## src/rtl/scroll_pkg.sv

```systemverilog
// Shared definitions for the message scroller: mode encoding and the step-period calculation.
package scroll_pkg;

  typedef enum logic [1:0] {
    MODE_STATIC = 2'd0,
    MODE_ROTL   = 2'd1,
    MODE_ROTR   = 2'd2,
    MODE_BOUNCE = 2'd3
  } mode_t;

  // 64-bit product: FREQ*DELAY_MS overflows 32 bits for ordinary clock rates.
  function automatic int calc_delay(input longint freq, input longint delay_ms);
    return int'((freq * delay_ms) / 1000);
  endfunction

endpackage

```

## src/rtl/tick_divider.sv

```systemverilog
// Free-running period divider: o_wrap is high for one cycle out of every DELAY enabled cycles.
module tick_divider #(
  parameter int DELAY = 4
) (
  input  logic i_clk,
  input  logic i_reset,
  input  logic i_en,
  input  logic i_clr,
  output logic o_wrap
);

  localparam int TW = (DELAY > 1) ? $clog2(DELAY) : 1;
  localparam logic [TW-1:0] LAST = TW'(DELAY - 1);

  logic [TW-1:0] tick_q, tick_d;

  assign o_wrap = i_en && (tick_q == LAST);

  always_comb begin
    tick_d = tick_q;
    if (i_clr || o_wrap) begin
      tick_d = '0;
    end else if (i_en) begin
      tick_d = tick_q + 1'b1;
    end
  end

  always_ff @(posedge i_clk) begin
    if (i_reset) begin
      tick_q <= '0;
    end else begin
      tick_q <= tick_d;
    end
  end

endmodule

```

## src/rtl/scroll_window.sv

```systemverilog
// Message scroll controller: writable nibble buffer viewed through a DISPLAYS-digit window.
// Optional bounce end-dwell is enabled by defining SCROLL_END_DWELL_EN.
module scroll_window
  import scroll_pkg::*;
#(
  parameter int                  DISPLAYS  = 4,
  parameter int                  DIGITS    = 18,
  parameter int                  FREQ      = 27_000_000,
  parameter int                  DELAY_MS  = 300,
  parameter int                  DELAY     = calc_delay(FREQ, DELAY_MS),
  parameter logic [4*DIGITS-1:0] INIT      = 72'hbea04ca55e123e4444,
  parameter int                  END_DWELL = 2
) (
  input  logic                        i_clk,
  input  logic                        i_reset,
  input  logic [1:0]                  i_mode,
  input  logic [$clog2(DIGITS):0]     i_len,
  input  logic                        i_pause,
  input  logic                        i_step,
  input  logic                        i_wr_valid,
  output logic                        o_wr_ready,
  input  logic [$clog2(DIGITS)-1:0]   i_wr_addr,
  input  logic [3:0]                  i_wr_data,
  output logic [4*DISPLAYS-1:0]       o_window,
  output logic [$clog2(DIGITS)-1:0]   o_offset,
  output logic                        o_step
);

  localparam int OW = $clog2(DIGITS);
  localparam int LW = $clog2(DIGITS) + 1;
  localparam logic [LW-1:0] DIGITS_L = LW'(DIGITS);
  localparam logic [LW-1:0] DISP_L   = LW'(DISPLAYS);

  logic [3:0]            buf_q [DIGITS];
  logic [OW-1:0]         offset_q, offset_d;
  logic                  fwd_q, fwd_d;
  mode_t                 mode_q;
  logic [LW-1:0]         len_q;
  logic [4*DISPLAYS-1:0] win_q, win_d;
  logic [OW-1:0]         out_off_q;
  logic                  step_q;

  mode_t         mode;
  logic [LW-1:0] len_eff, max_off, off_ext;
  logic          chg, wrap, step_apply, wr_ready, wr_en;

`ifdef SCROLL_END_DWELL_EN
  localparam int DWW = $clog2(END_DWELL + 2);
  logic [DWW-1:0] dwell_q, dwell_d;
`else
  // END_DWELL has no effect without the dwell feature.
  logic unused_dwell;
  assign unused_dwell = (END_DWELL != 0);
`endif

  assign mode    = mode_t'(i_mode);
  assign len_eff = (i_len == '0 || i_len > DIGITS_L) ? DIGITS_L : i_len;
  assign max_off = (len_eff > DISP_L) ? len_eff - DISP_L : '0;
  assign off_ext = {1'b0, offset_q};
  assign chg     = (mode != mode_q) || (len_eff != len_q);

  tick_divider #(.DELAY(DELAY)) u_tick (
    .i_clk   (i_clk),
    .i_reset (i_reset),
    .i_en    ((mode != MODE_STATIC) && !i_pause),
    .i_clr   (i_step || chg),
    .o_wrap  (wrap)
  );

  // A manual step and a divider wrap in the same cycle merge into one step.
  assign step_apply = (i_step || wrap) && !chg;
  assign wr_ready   = !i_reset && !step_apply;
  assign wr_en      = i_wr_valid && wr_ready && ({1'b0, i_wr_addr} < DIGITS_L);

  always_comb begin
    offset_d = offset_q;
    fwd_d    = fwd_q;
`ifdef SCROLL_END_DWELL_EN
    dwell_d  = dwell_q;
`endif
    if (chg) begin
      offset_d = '0;
      fwd_d    = 1'b1;
`ifdef SCROLL_END_DWELL_EN
      dwell_d  = '0;
`endif
    end else if (step_apply) begin
      case (mode)
        MODE_ROTL: offset_d = (off_ext + 1'b1 == len_eff) ? '0 : offset_q + 1'b1;
        MODE_ROTR: offset_d = (offset_q == '0) ? OW'(len_eff - 1'b1) : offset_q - 1'b1;
        MODE_BOUNCE: begin
          if (max_off == '0) begin
            offset_d = '0;
            fwd_d    = 1'b1;
`ifdef SCROLL_END_DWELL_EN
          end else if (dwell_q != '0 && !i_step) begin
            dwell_d = dwell_q - 1'b1;
`endif
          end else if (fwd_q) begin
            offset_d = offset_q + 1'b1;
            if (off_ext + 1'b1 >= max_off) fwd_d = 1'b0;
          end else begin
            offset_d = offset_q - 1'b1;
            if (off_ext <= LW'(1)) fwd_d = 1'b1;
          end
`ifdef SCROLL_END_DWELL_EN
          // Arriving at an end arms the dwell; any other move cancels it.
          if (offset_d != offset_q) dwell_d = (fwd_d != fwd_q) ? DWW'(END_DWELL) : '0;
`endif
        end
        default: ;
      endcase
    end
  end

  // Walk the window indices incrementally so wrap-around needs no divider.
  always_comb begin
    logic [OW-1:0] idx;
    idx   = offset_q;
    win_d = '0;
    for (int k = 0; k < DISPLAYS; k++) begin
      win_d[4*(DISPLAYS-k)-1 -: 4] = buf_q[idx];
      idx = ({1'b0, idx} + 1'b1 == len_q) ? '0 : idx + 1'b1;
    end
  end

  always_ff @(posedge i_clk) begin
    mode_q <= mode;
    len_q  <= len_eff;
    if (i_reset) begin
      offset_q  <= '0;
      fwd_q     <= 1'b1;
      step_q    <= 1'b0;
      out_off_q <= '0;
      win_q     <= INIT[4*DIGITS-1 -: 4*DISPLAYS];
      for (int i = 0; i < DIGITS; i++) begin
        buf_q[i] <= INIT[4*(DIGITS-i)-1 -: 4];
      end
`ifdef SCROLL_END_DWELL_EN
      dwell_q   <= '0;
`endif
    end else begin
      offset_q  <= offset_d;
      fwd_q     <= fwd_d;
      step_q    <= step_apply;
      out_off_q <= offset_q;
      win_q     <= win_d;
      if (wr_en) buf_q[i_wr_addr] <= i_wr_data;
`ifdef SCROLL_END_DWELL_EN
      dwell_q   <= dwell_d;
`endif
    end
  end

  assign o_wr_ready = wr_ready;
  assign o_window   = win_q;
  assign o_offset   = out_off_q;
  assign o_step     = step_q;

endmodule

```

## config.mk

```make
export PLATFORM = sky130hd
export DESIGN_NAME = scroll_window
export DESIGN_NICKNAME = d
export VERILOG_FILES = /design/src/rtl/scroll_pkg.sv /design/src/rtl/tick_divider.sv /design/src/rtl/scroll_window.sv
export SDC_FILE = /design/constraint.sdc
export NUM_CORES = 1
export LEC_CHECK = 0
export ABC_AREA = 1
export ABC_CLOCK_PERIOD_IN_PS = 5800
export CAP_MARGIN = 40
export CORE_ASPECT_RATIO = 0.9
export CORE_MARGIN = 1
export CORE_UTILIZATION = 38
export DETAILED_ROUTE_END_ITERATION = 7
export SLEW_MARGIN = 10
export SYNTH_ARGS = -nofsm -noshare
export SYNTH_HDL_FRONTEND = slang
export SYNTH_SLANG_ARGS = --single-unit
```

## constraint.sdc

```tcl
create_clock -name i_clk -period 5.8 [get_ports i_clk]
set_clock_uncertainty 0.05 [all_clocks]
set_input_delay 0.58 -clock i_clk [delete_from_list [all_inputs] [get_ports i_clk]]
set_output_delay 0.58 -clock i_clk [all_outputs]
set_load 0.03 [all_outputs]
```

==> metrics, run 1 <==
crit path DAT=5.69 ns; Total Wirelength=46,800 um; Critical Path Source Type=flip-flop; Crit Path Class=reg -> reg; post-synthesis async set-or-reset flop share=0%; TritonCTS clock tree=done; commonest non-fill, non-tap cell in the layout=nand2_1; Hold Slack=0.411 ns; P_leak=5.73 nW; syn_area_per_cell=7.18 um^2; r2r endpoint=o_window[1]; Post-synth EDFFs=128; min cycle time layout=5.32 ns; R2R Setup Slk=0.48 ns; Final setup violation count=0; CTS buffer count=17; storage element area=5030 um^2; diode count=0; crit share post-route=91.7%; final cell area excluding filler cells=14,500 um^2; Least-Margin Pin Slew=0.954 ns; DRT antenna net count=0; # H-tree levels=4; drt via density=5.85; Synth warnings=0; Total GRT Usage=27.5%; initial antenna violation count=0; Clock Latency Late Sink=0.47 ns; CP endpoint kind=flip-flop; count of final hold-check violations=0; Detailed Place HPWL=32,900 um; status=finished with violations; WHS Path Cells=2; Post-Syn Area=12,800 um^2; Hold EP=u_tick.tick_q[17]; total placed instance area=13,900 um^2; Top FF cell, synth=edfxtp_1; area grow syn2layout=13.1%; post-layout util=43.8%; Worst R2R Path Depth=35; multi-input logic area=6730 um^2; # placed instances=2,238; most frequent cells in the layout=308 x nand2_1, 215 x nand3_1, 210 x inv_1, 195 x nor2_1, 163 x o21ai_0; IO Port Bufs=44; via count=13,300; Pwr per Cell Area=207 nW/um^2; worst vdd ir=0.208 mV; Setup Buffers After CTS=0; worst hold path type=reg -> reg; Initial Util=38.8%; number of distinct library cells after synthesis=52; worst relative slew slack=36.2%; RR Startpoint=offset_q[0]; Fillers=3,360; Clock Path Buffers=2; most used cell, CP=nand3_1; slowest cell on the critical path=dfxtp_2; hold wc startpoint=u_tick.tick_q[17]; Synth Register Bits=187; total power=2.99 mW; largest net degree at the start of global routing=82; total grt overflow=0; worst-path fanout max=24; DR iter-0 viols=1,975; DRC Markers=11; layout cells sized above 1=6.60%; cells after synthesis=1,783; first-pass detailed-route iteration total=8; failing checks=DRC; first-pass GRT wire length=72,100 um; hold_buf cts=0; Die Y=176 um; Clock Root Buffer=clkbuf_16; dpl ws=0.353 ns; row cnt=63; I/O pins=45; vias in the first global route=12,000; # clock sinks=187; core area=33,000 um^2; post-CTS sizing=0; fmax=0.188 GHz; post-route setup slack=0.480 ns; sequential share of the synthesized area=39.2%; Cell Count, Final, Fillers Out=2,270; Die W=195 um; Reg clk slew, reported paths=0.09 ns; Post-Route Setup TNS=0 ns; Slew Viols, Final=0; Die Area=34,400 um^2; GP Congestion=0.973; Critical Path RT=6.17 ns; final net count=1,873; max-cap viol count=0; Crit path largest cell delay=0.44 ns; wire per inst=20.6 um
-- kinds of logic after synthesis --
family	Yosys count	synth area share, %
compound gates	460	21.6
xor+xnor	15	1.08
fa+ha+maj	16	1.56
buf+inv	327	10.1
flops	187	39.2
other cells	1	0.0293
simple gates	777	26.4
-- cell type report --
| type | count | share of cell area, % |
|---|---|---|
| Clock buffer | 17 | 2.94 |
| Multi-Input combinational cell | 1325 | 46.5 |
| Sequential cell | 187 | 34.7 |
| Clock inverter | 15 | 1.16 |
| Inverter | 226 | 5.88 |
| Tap cell | 422 | 3.65 |
| Timing Repair Buffer | 78 | 5.19 |
-- Yosys cell counts, types with 12 or more instances --
master	n	share of area, %
ha_1	16	1.6
a21oi_1	121	4.7
buf_2	18	0.70
a221oi_1	14	0.96
o21ai_0	163	6.4
dfxtp_1	59	9.2
nor2_1	198	5.8
inv_1	210	6.2
nand3_1	215	8.4
clkbuf_1	69	2.0
edfxtp_1	128	30
o221ai_1	19	1.3
a31oi_1	19	0.93
inv_2	14	0.41
nand2_1	309	9.1
o211ai_1	53	3.1
o22ai_1	12	0.59
o311ai_0	16	1.1
-- worst max-delay path by stage --
stage	startpoint	to	slack, ns	depth (start not counted)
6_report	offset_q[0]	o_window[1]	0.48	35
5_1_grt	offset_q[0]	o_window[1]	-0.001	35
4_1_cts	offset_q[1]	o_window[1]	0.31	35
3_5_place_dp	offset_q[1]	o_window[1]	0.35	35
3_3_place_gp	offset_q[1]	o_window[1]	0.54	35
2_1_floorplan	offset_q[0]	o_window[3]	0.01	41
-- power breakdown --
part,internal [mW],switching (mW)
combinational,0.0917,0.179
clock,0.581,0.620
sequential,1.47,0.0494
-- routing by layer --
layer,wire length [um],vias to the layer above,global-route usage [%]
met5,0,-,0
met4,1740,0,11.5
met3,5260,110,5.06
met2,19300,820,39.8
met1,20500,6168,40.0
li1,-,6192,-
-- worst max-delay path: cells and delay by family (launching register included) --
family                   cells  cell delay (ns)
adder cells (fa/ha/maj)      3             1.06
AND/OR/NAND/NOR             24             2.58
buffers and inverters        6             0.77
XOR/XNOR                     2             0.33
flip-flops                   1             0.44
-- state kept, by name, indices dropped and copies added (netlist names) --
name	count
buf_q	128
u_tick.tick_q	23
o_window	16
len_q	6
o_offset	5
offset_q	5
mode_q	2
fwd_q	1
o_step	1
Power figures use the tool's default switching activity.
==> inputs of run 2 (changes only) <==
SLEW_MARGIN = 40   (was 10)
==> run 2 against run 1 <==
Net effect: the run now ends clean; sequential cell count unchanged; core utilization is essentially flat; first-iteration DRC count fell by 2.3%; critical path depth unchanged; die area is the same; final cell count hardly changed.
==> metrics, run 2 (synthesis results as in run 1) <==
status=complete, no violations; DR iter-0 viols=1,930 (-2.3%); GP Congestion=0.973 (unchanged); TritonCTS clock tree=done; crit share post-route=91.9% (+0.15 points); Worst R2R Path Depth=35 (unchanged); DRC Markers=0 (-11); register share of total power=50.2% (-0.6 points); first-pass GRT wire length=71,500 um (-0.83%); Hold EP=u_tick.tick_q[17]; wire per inst=20.5 um (-0.64%); CP endpoint kind=flip-flop; final net count=1,872 (-0.053%); min cycle time layout=5.33 ns (+0.00864 ns); Hold Slack=0.412 ns (+0.000787 ns); Die Y=176 um (unchanged); # H-tree levels=4 (unchanged); Least-Margin Pin Slew=0.886 ns (-0.0680 ns); total power=3.03 mW (+1.2%); Initial Util=38.8% (unchanged); Post-Route Setup TNS=0 ns (unchanged); I/O pins=45 (unchanged); Critical Path Source Type=flip-flop; delay-heaviest family, CP=simple AND/OR/NAND/NOR gates; drt via density=5.81 (-0.78%); Total Wirelength=46,500 um (-0.68%); via count=13,200 (-0.82%); slowest cell on the critical path=ha_1; Clock Root Buffer=clkbuf_16; # clock sinks=187 (unchanged); fmax=0.188 GHz (-0.16%); IO Port Bufs=44 (unchanged); R2R Setup Slk=0.47 ns (about the same); switching share of total power=27.8% (-0.50 points); Clock Path Buffers=2 (unchanged); r2r endpoint=o_window[1]; Slew Viols, Final=0 (unchanged); most frequent cells in the layout=308 x nand2_1, 215 x nand3_1, 209 x inv_1, 195 x nor2_1, 163 x o21ai_0; power share of the combinational group=9.0% (about the same); largest net degree at the start of global routing=82 (unchanged); largest register by flop count=buf_q; max-cap viol count=0 (unchanged); Detailed Place HPWL=32,600 um (-0.89%); layout cells sized above 1=6.66% (+0.058 points); most used cell, CP=nand3_1; diode count=0 (unchanged); hold wc startpoint=u_tick.tick_q[17]; commonest non-fill, non-tap cell in the layout=nand2_1; Total GRT Usage=27.3% (-0.26 points); Worst Path Buf+Inv=6 (unchanged); crit path DAT=5.70 ns (about the same); clock share of power=40.8% (+0.7 points); vias in the first global route=12,100 (+0.43%); worst-path fanout max=24 (unchanged); Cell Count, Final, Fillers Out=2,269 (-0.044%); total grt overflow=0 (unchanged); Pwr per Cell Area=209 nW/um^2 (+1.1%); area grow syn2layout=13.2%; DRT antenna net count=0 (unchanged); Reg clk slew, reported paths=0.09 ns (about the same); WHS Path Cells=2 (unchanged); worst relative slew slack=40.7% (+4.5 points); Int Power=2.18 mW (+1.9%); core area=33,000 um^2 (unchanged); CTS buffer count=17 (unchanged); Die W=195 um (unchanged); RR Startpoint=offset_q[1]; Psw=843 uW (-0.64%); worst vdd ir=0.217 mV (+4.0%); Crit path largest cell delay=0.40 ns (-0.04 ns); row cnt=63 (unchanged); RSZ-0062 raised after global routing=false; initial antenna violation count=0 (unchanged); first-pass detailed-route iteration total=6 (-2); worst hold path type=reg -> reg; count of final hold-check violations=0 (unchanged); dpl ws=0.386 ns (+0.0333 ns); Crit Path Class=reg -> reg; Clock Latency Late Sink=0.48 ns (about the same); post-route setup slack=0.471 ns (-0.00864 ns); Final setup violation count=0 (unchanged); # placed instances=2,237 (-0.045%); P_leak=5.72 nW (-0.15%); Die Area=34,400 um^2 (unchanged); Critical Path RT=6.17 ns (about the same); number of flip-flops in the largest register=128 (unchanged)
-- run 2: area by class of cell --
cell class                      count  area [um^2]
Clock buffer                       18          429
Timing Repair Buffer               77          733
Multi-Input combinational cell   1325         6740
Tap cell                          422          528
Clock inverter                     14          183
Sequential cell                   187         5030
Inverter                          226          851
Fill cell                        3317        18500
-- run 2: timing repair --
| item | CTS | global route |
|---|---|---|
| setup endpoints to repair | 0 | 6 |
| buffers inserted | 0 | 0 |
| resized for setup | 0 | 15 |
| hold buffers | 0 | 0 |
| hold endpoints to repair | 0 | 0 |
-- run 2: layer usage --
| metal | part of all wire [%] | GRT usage, % | vias up |
|---|---|---|---|
| li1 | - | - | 6193 |
| met1 | 44 | 39.0 | 6137 |
| met2 | 42 | 40.1 | 753 |
| met3 | 11 | 5.37 | 98 |
| met4 | 3.3 | 10.9 | 0 |
| met5 | 0 | 0 | - |
-- run 2: how the worst max path moves through the flow --
stage	start	endpoint	slack (ns)	depth (start not counted)
3_3_place_gp	offset_q[1]	o_window[1]	0.54	35
6_report	offset_q[1]	o_window[1]	0.47	35
4_1_cts	offset_q[1]	o_window[2]	0.34	35
2_1_floorplan	offset_q[0]	o_window[3]	0.01	41
5_1_grt	offset_q[1]	o_window[2]	0.02	35
3_5_place_dp	offset_q[1]	o_window[1]	0.39	35
-- run 2: power by group through the flow --
stage          sequential, mW  clock, mW  combinational (mW)
2_1_floorplan            1.53          0               0.164
3_3_place_gp             1.55          0               0.263
3_5_place_dp             1.55          0               0.263
4_1_cts                  1.52       1.25               0.264
5_1_grt                  1.52       1.30               0.300
6_report                 1.52       1.24               0.271
-- run 2: tightest hold or removal path, stage by stage (launching register included) --
cell	delay [ns]
dfxtp_1	0.31
inv_1	0.05
a211oi_1	0.05
-- run 2: per-stage QoR --
stage | utilization, % | area (um^2)
global placement | 41.9 | 13800
detailed placement | 41.9 | 13800
global route | 43.9 | 14500
CTS | 43.7 | 14400
floorplan | - | 13000
finish | 43.9 | 14500
